## src/rtl/video_sig_gen.sv

```systemverilog
// 720p raster timing: pixel/line counters, syncs, active-draw,
// new-frame strobe and frame counter, all registered.
module video_sig_gen #(
  parameter int ACTIVE_H = 1280,
  parameter int H_FP     = 110,
  parameter int H_SYNC   = 40,
  parameter int H_BP     = 220,
  parameter int ACTIVE_V = 720,
  parameter int V_FP     = 5,
  parameter int V_SYNC   = 5,
  parameter int V_BP     = 20,
  parameter int FPS      = 60
) (
  input  logic        pixel_clk_in,
  input  logic        rst_n_in,
  output logic [10:0] hcount_out,
  output logic [9:0]  vcount_out,
  output logic        hs_out,
  output logic        vs_out,
  output logic        ad_out,
  output logic        nf_out,
  output logic [5:0]  fc_out
);

  localparam int TOTAL_H = ACTIVE_H + H_FP + H_SYNC + H_BP;
  localparam int TOTAL_V = ACTIVE_V + V_FP + V_SYNC + V_BP;

  localparam logic [10:0] H_LAST = 11'(TOTAL_H - 1);
  localparam logic [10:0] H_ACT  = 11'(ACTIVE_H);
  localparam logic [10:0] HS_BEG = 11'(ACTIVE_H + H_FP);
  localparam logic [10:0] HS_END = 11'(ACTIVE_H + H_FP + H_SYNC);
  localparam logic [9:0]  V_LAST = 10'(TOTAL_V - 1);
  localparam logic [9:0]  V_ACT  = 10'(ACTIVE_V);
  localparam logic [9:0]  VS_BEG = 10'(ACTIVE_V + V_FP);
  localparam logic [9:0]  VS_END = 10'(ACTIVE_V + V_FP + V_SYNC);
  localparam logic [5:0]  FC_LAST = 6'(FPS - 1);

  logic [10:0] h_nxt;
  logic [9:0]  v_nxt;
  logic        nf_nxt;

  // Decode uses next counts so outputs align with the counts they accompany
  always_comb begin
    h_nxt = hcount_out + 11'd1;
    v_nxt = vcount_out;
    if (hcount_out == H_LAST) begin
      h_nxt = '0;
      v_nxt = (vcount_out == V_LAST) ? '0 : vcount_out + 10'd1;
    end
    nf_nxt = (h_nxt == H_ACT) && (v_nxt == V_ACT);
  end

  always_ff @(posedge pixel_clk_in) begin
    if (!rst_n_in) begin
      hcount_out <= H_LAST;
      vcount_out <= V_LAST;
      hs_out     <= 1'b0;
      vs_out     <= 1'b0;
      ad_out     <= 1'b0;
      nf_out     <= 1'b0;
      fc_out     <= '0;
    end else begin
      hcount_out <= h_nxt;
      vcount_out <= v_nxt;
      hs_out     <= (h_nxt >= HS_BEG) && (h_nxt < HS_END);
      vs_out     <= (v_nxt >= VS_BEG) && (v_nxt < VS_END);
      ad_out     <= (h_nxt < H_ACT) && (v_nxt < V_ACT);
      nf_out     <= nf_nxt;
      if (nf_nxt)
        fc_out <= (fc_out == FC_LAST) ? '0 : fc_out + 6'd1;
    end
  end

endmodule

```

## config.mk

```make
export PLATFORM = sky130hd
export DESIGN_NAME = video_sig_gen
export DESIGN_NICKNAME = d
export VERILOG_FILES = /design/src/rtl/video_sig_gen.sv
export SDC_FILE = /design/constraint.sdc
export NUM_CORES = 1
export LEC_CHECK = 0
export ABC_AREA = 1
export CAP_MARGIN = 20
export CORE_MARGIN = 4
export CORE_UTILIZATION = 58
export CTS_CLUSTER_DIAMETER = 100
export DETAILED_ROUTE_END_ITERATION = 10
export GPL_TIMING_DRIVEN = 0
export PLACE_DENSITY = 0.86
export SLEW_MARGIN = 20
export SYNTH_ARGS = -nofsm -noshare
export SYNTH_HDL_FRONTEND = slang
export SYNTH_SLANG_ARGS = --single-unit
```

## constraint.sdc

```tcl
create_clock -name pixel_clk_in -period 5.6 [get_ports pixel_clk_in]
set_input_delay 1.12 -clock pixel_clk_in [delete_from_list [all_inputs] [get_ports pixel_clk_in]]
set_output_delay 1.12 -clock pixel_clk_in [all_outputs]
set_load 0.005 [all_outputs]
```

---- After elaboration in Yosys (flattened, before gate mapping) ----
Cells that the tools add are included.
cells by class
  equality and inequality tests ........... 5
  reductions and logical operators ........ 4
  magnitude comparators ................... 6
  mux-type cells .......................... 4
  add/sub/neg operators ................... 3
operators with widths
  operator                 count
  $eq A11 B11 Y1 const B   2
  $lt A11 B11 Y1 const B   2
  $eq A10 B10 Y1 const B   2
  $lt A10 B10 Y1 const B   2
  $mux W10                 2
  $add A11 B1 Y11 const B  1
  $ge A11 B11 Y1 const B   1
  $mux W11                 1
  $add A10 B1 Y10 const B  1
  $ge A10 B10 Y1 const B   1
  $add A6 B1 Y6 const B    1
  $eq A6 B6 Y1 const B     1
  $mux W6                  1
  $logic_and A1 B1 Y1      4
storage, ports and cells
  register bits after elaboration ......... 31
  logic and storage cells ................. 29
  output and inout port bits .............. 31

---- Logic depth before layout (Yosys ltp) ----
  depth in word-level cells ............... 5
  gate-level depth with buffers ........... 16
  mapped depth without buffers ............ 16

---- Least setup slack after synthesis ----
OpenSTA, ideal clock, no wires.
  path kind ............................... register -> register
  start point ............................. reg hcount_out[0]
  end point ............................... reg fc_out[3]
  data arrival time ....................... 1.723 ns
  required time ........................... 5.487 ns
  path slack .............................. 3.764 ns
  stages on the path, launching flop included .. 14
  library setup time ...................... 0.113 ns
  path buffers ............................ 1
  clock period less this slack ............ 1.836 ns
  cells stage by stage .................... dfxtp_1 > ha_1 > inv_1 > nor3_2 > nand3_2 > buf_6 > nand2_1 > nand2_2 > nor3_2 > nand2_1 > nor2_4 > nand2_2 > nor2_1 > nor2_1
on the way
  longest elaborated chain between the ends .. 4
  elaborated cells between the ends (all ways) .. 7
  those cells by class .................... add/sub (1); eq/ne (3); mux (2); reduce/logical (1)
ends and longest elaborated chain
  element                                                   line    text
  start: declaration                                        16      output logic [10:0] hcount_out,
  start signal: assignment                                  63      hcount_out <= h_nxt;
  $add A11 B1 Y11 / $eq A11 B11 Y1 (equally long branches)  44, 46
  $mux W11 / $mux W10 (equally long branches)               46      if (hcount_out == H_LAST) begin
  $eq A11 B11 Y1 / $eq A10 B10 Y1 (equally long branches)   50      nf_nxt = (h_nxt == H_ACT) && (v_nxt == V_ACT);
  $logic_and A1 B1 Y1 (*)                                   50
  end signal: assignment                                    70      fc_out <= (fc_out == FC_LAST) ? '0 : fc_out + 6'd1;
  end: declaration                                          22      output logic [5:0] fc_out
Every way passes the cells marked *; elsewhere a longest branch is shown, timed or not.
A chain may end at the register's enable or synchronous reset.

---- Worst setup path after layout ----
  start point ............................. reg hcount_out[3]
  end point ............................... out hcount_out[3]
No word-level cell between the ends.

==> results.md <==
* Syn Nets at 334
* Library cells used by synthesis at 30
* First-pass GRT wire length at 8.64 mm
* Layout area overhead at 21.4%
* Starting Density at 60.7%
* Dpl hpwl at 3.85 mm
* R2R Path Start: hcount_out[0]
* Largest net degree at the start of global routing at 11
* Row count at 21
* Commonest non-fill, non-tap cell in the layout: nand2_1
* Hold path startpoint: fc_out[1]
* Post-CTS Resized at 0
* Routed WL at 5.01 mm
* Worst-skew pair later-pin latency at 330 ps
* Total track usage at 25.3%
* #FFs+latches synth at 31
* Startpoint Class: register
* Die footprint at 0.00453 mm²
* F_max at 397 MHz
* Clock slew at reported path FFs at 100 ps
* Initial DRT Pass Iterations at 4
* Crit-path max FO at 6
* Drt via density at 5.30
* HP Class: reg -> reg
* Area of the core at 0.00336 mm²
* Hold Vio Cnt, Final at 0
* Ys Warns at 0
* Reg2reg end: fc_out[1]
* Syn Std Cell Area at 0.00204 mm²
* Setup_tns at 0 ps
* CTS H-tree lvls at 2
* Worst Path Required at 4480 ps
* Power Dens Cells at 561 mW/mm²
* Leakage at 0.00122 µW
* Clock tree buffer depth at 2
* Number of setup buffers added after CTS at 0
* # hold bufs at CTS at 0
* Syn Area/Cell at 6.24 µm²
* Die X at 67.3 µm
* VDD IR max at 0.295 mV
* Routed Antenna Nets at 0
* Crit path largest cell delay at 560 ps
* WHS Endpoint: fc_out[1]
* Crit path max-delay family: buffers and inverters
* Finished Cell Area at 0.00248 mm²
* Unrepaired setup endpoints after global routing: false
* Worst reg-to-reg setup slack at 3280 ps
* Root Driver: clkbuf_4
* Initial antenna violation count at 0
* Fin crit share at 45.0%
* Clock sink count at 31
* CP cell instances: clkdlybuf4s50_1
* N_diodes at 0
* Worst path slowest cell: clkdlybuf4s50_1
* Most area-consuming cells after synthesis: dfxtp_1 30%, nand2_1 19%, inv_1 8.5%, nor2_1 7.7%, nand3_1 7.4%
* Most frequent cells in the layout: 104 x nand2_1, 46 x inv_1, 42 x nor2_1
* Crit end category: output port
* Setup CP Type: reg -> out
* Largest area contributor in the netlist: dfxtp_1
* Slew headroom at 61.8%
* Final setup vio count at 0
* Synth Instances at 327
* CP arrival at 1400 ps
* Clk_skew at 14.2 ps
* Crit path time final at 2520 ps
* Seq/Total Area, Yosys at 30.4%
* Vias in the first global route at 1977
* Layout cell share with drive strength beyond 1 at 8.47%
* Initial DRC count at 181
* Drt drc at 0
* Placement Cell Area at 0.00241 mm²
* Via count at 2185
* CTS tree: built
* WL/cell at 12.2 µm
* Buf/Inv on CP at 1
* Cells on worst reg2reg path at 13
* # Max-Cap Violations at 0
* Final nets at 372
* Share of the synthesized area in the top cell type at 30.4%
* Least-Margin Pin Slew at 574 ps
* # port buffers at 31
* GRT overflow at 0
* Die height at 67.3 µm
* Total CTS buffers at 5
* Run status: finished clean
* Hold path depth at 2
* I/O pin cnt at 33
* GPL Wtd Cong at 0.899
* Final Max Tran Viols at 0
synthesized netlist by cell type:
| cell | n |
|---|---|
| nor3_1 | 3 |
| inv_1 | 46 |
| o21bai_2 | 1 |
| nor3_2 | 2 |
| dfxtp_1 | 31 |
| o221ai_1 | 1 |
| nor2_2 | 4 |
| xnor2_1 | 1 |
| o211ai_1 | 2 |
| a21oi_1 | 8 |
| nor2_1 | 42 |
| nand3_1 | 30 |
| clkbuf_1 | 2 |
| o21ai_1 | 1 |
| nand2_1 | 104 |
| inv_2 | 1 |
| nand3_2 | 5 |
| nand2_2 | 4 |
| xor2_1 | 5 |
| buf_4 | 1 |
| o21ai_0 | 5 |
| nand4_1 | 11 |
| nand3b_1 | 2 |
| o21bai_1 | 1 |
| ha_1 | 5 |
| a211oi_1 | 2 |
| nor3b_1 | 1 |
| nor2_4 | 4 |
| buf_6 | 1 |
| buf_2 | 1 |
cell families after synthesis:
family / count (synthesis) / synth area share, %
compound gates: 21 / 6.25
fa+ha+maj: 5 / 3.07
xor+xnor: 6 / 2.58
buf+inv: 52 / 10.2
simple gates: 212 / 47.5
flops: 31 / 30.4
tightest hold or removal path, delay by kind of cell, from the launching register on:
kind	cells	cell delay [ps]
simple gates	1	70
compound gates	1	60
flops	1	340
metal layers:
layer,wire length [µm],up-vias,part of all wire [%],GRT usage [%]
li1,-,1116,-,-
met1,2320,1005,46,32.6
met2,2350,55,47,42.0
met3,277,9,5.5,5.66
met4,67,0,1.3,7.59
met5,0,-,0,0
layout make-up:
class / count / area [µm²]
sequential: 31 / 621
fill: 309 / 886
clock buffer: 8 / 68.8
buffer: 5 / 31.3
inverter: 47 / 176
tap: 46 / 57.6
timing repair buffer: 31 / 310
multi-input combinational: 244 / 1210
where the power goes:
group | switching (µW) | leakage [µW] | total, µW | internal (µW)
clock network | 77.7 | 0.0000386 | 152 | 73.8
logic | 558 | 0.000930 | 887 | 329
registers | 74.2 | 0.000253 | 353 | 278
how the worst max path moves through the flow:
stage                               end  slack [ps]           from  cells after the start
after floorplan               fc_out[3]        3760  hcount_out[0]                     13
after global placement        fc_out[5]        3390  hcount_out[0]                     14
after detailed placement      fc_out[5]        3330  hcount_out[0]                     14
after CTS                 hcount_out[3]        3080  hcount_out[3]                      1
after global routing      hcount_out[3]        3020  hcount_out[3]                      1
final                     hcount_out[3]        3080  hcount_out[3]                      1
per-stage QoR:
| step | hold WS (ps) | std cells | total power [µW] | util [%] | worst slack, ps |
|---|---|---|---|---|---|
| floorplan | 486 | 327 | 968 | - | 3760 |
| global placement | 496 | 404 | 1210 | 71.6 | 3390 |
| detailed placement | 492 | 404 | 1230 | 71.6 | 3330 |
| CTS | 508 | 412 | 1380 | 73.7 | 3080 |
| global route | 568 | 412 | 1520 | 73.7 | 3020 |
| finish | 508 | 412 | 1390 | 73.7 | 3080 |
flip-flops by register name, summed over array words and instances (netlist names):
signal      flops
ad_out          1
fc_out          6
hcount_out     11
hs_out          1
nf_out          1
vcount_out     10
vs_out          1
(Power assumes the default switching activity.)
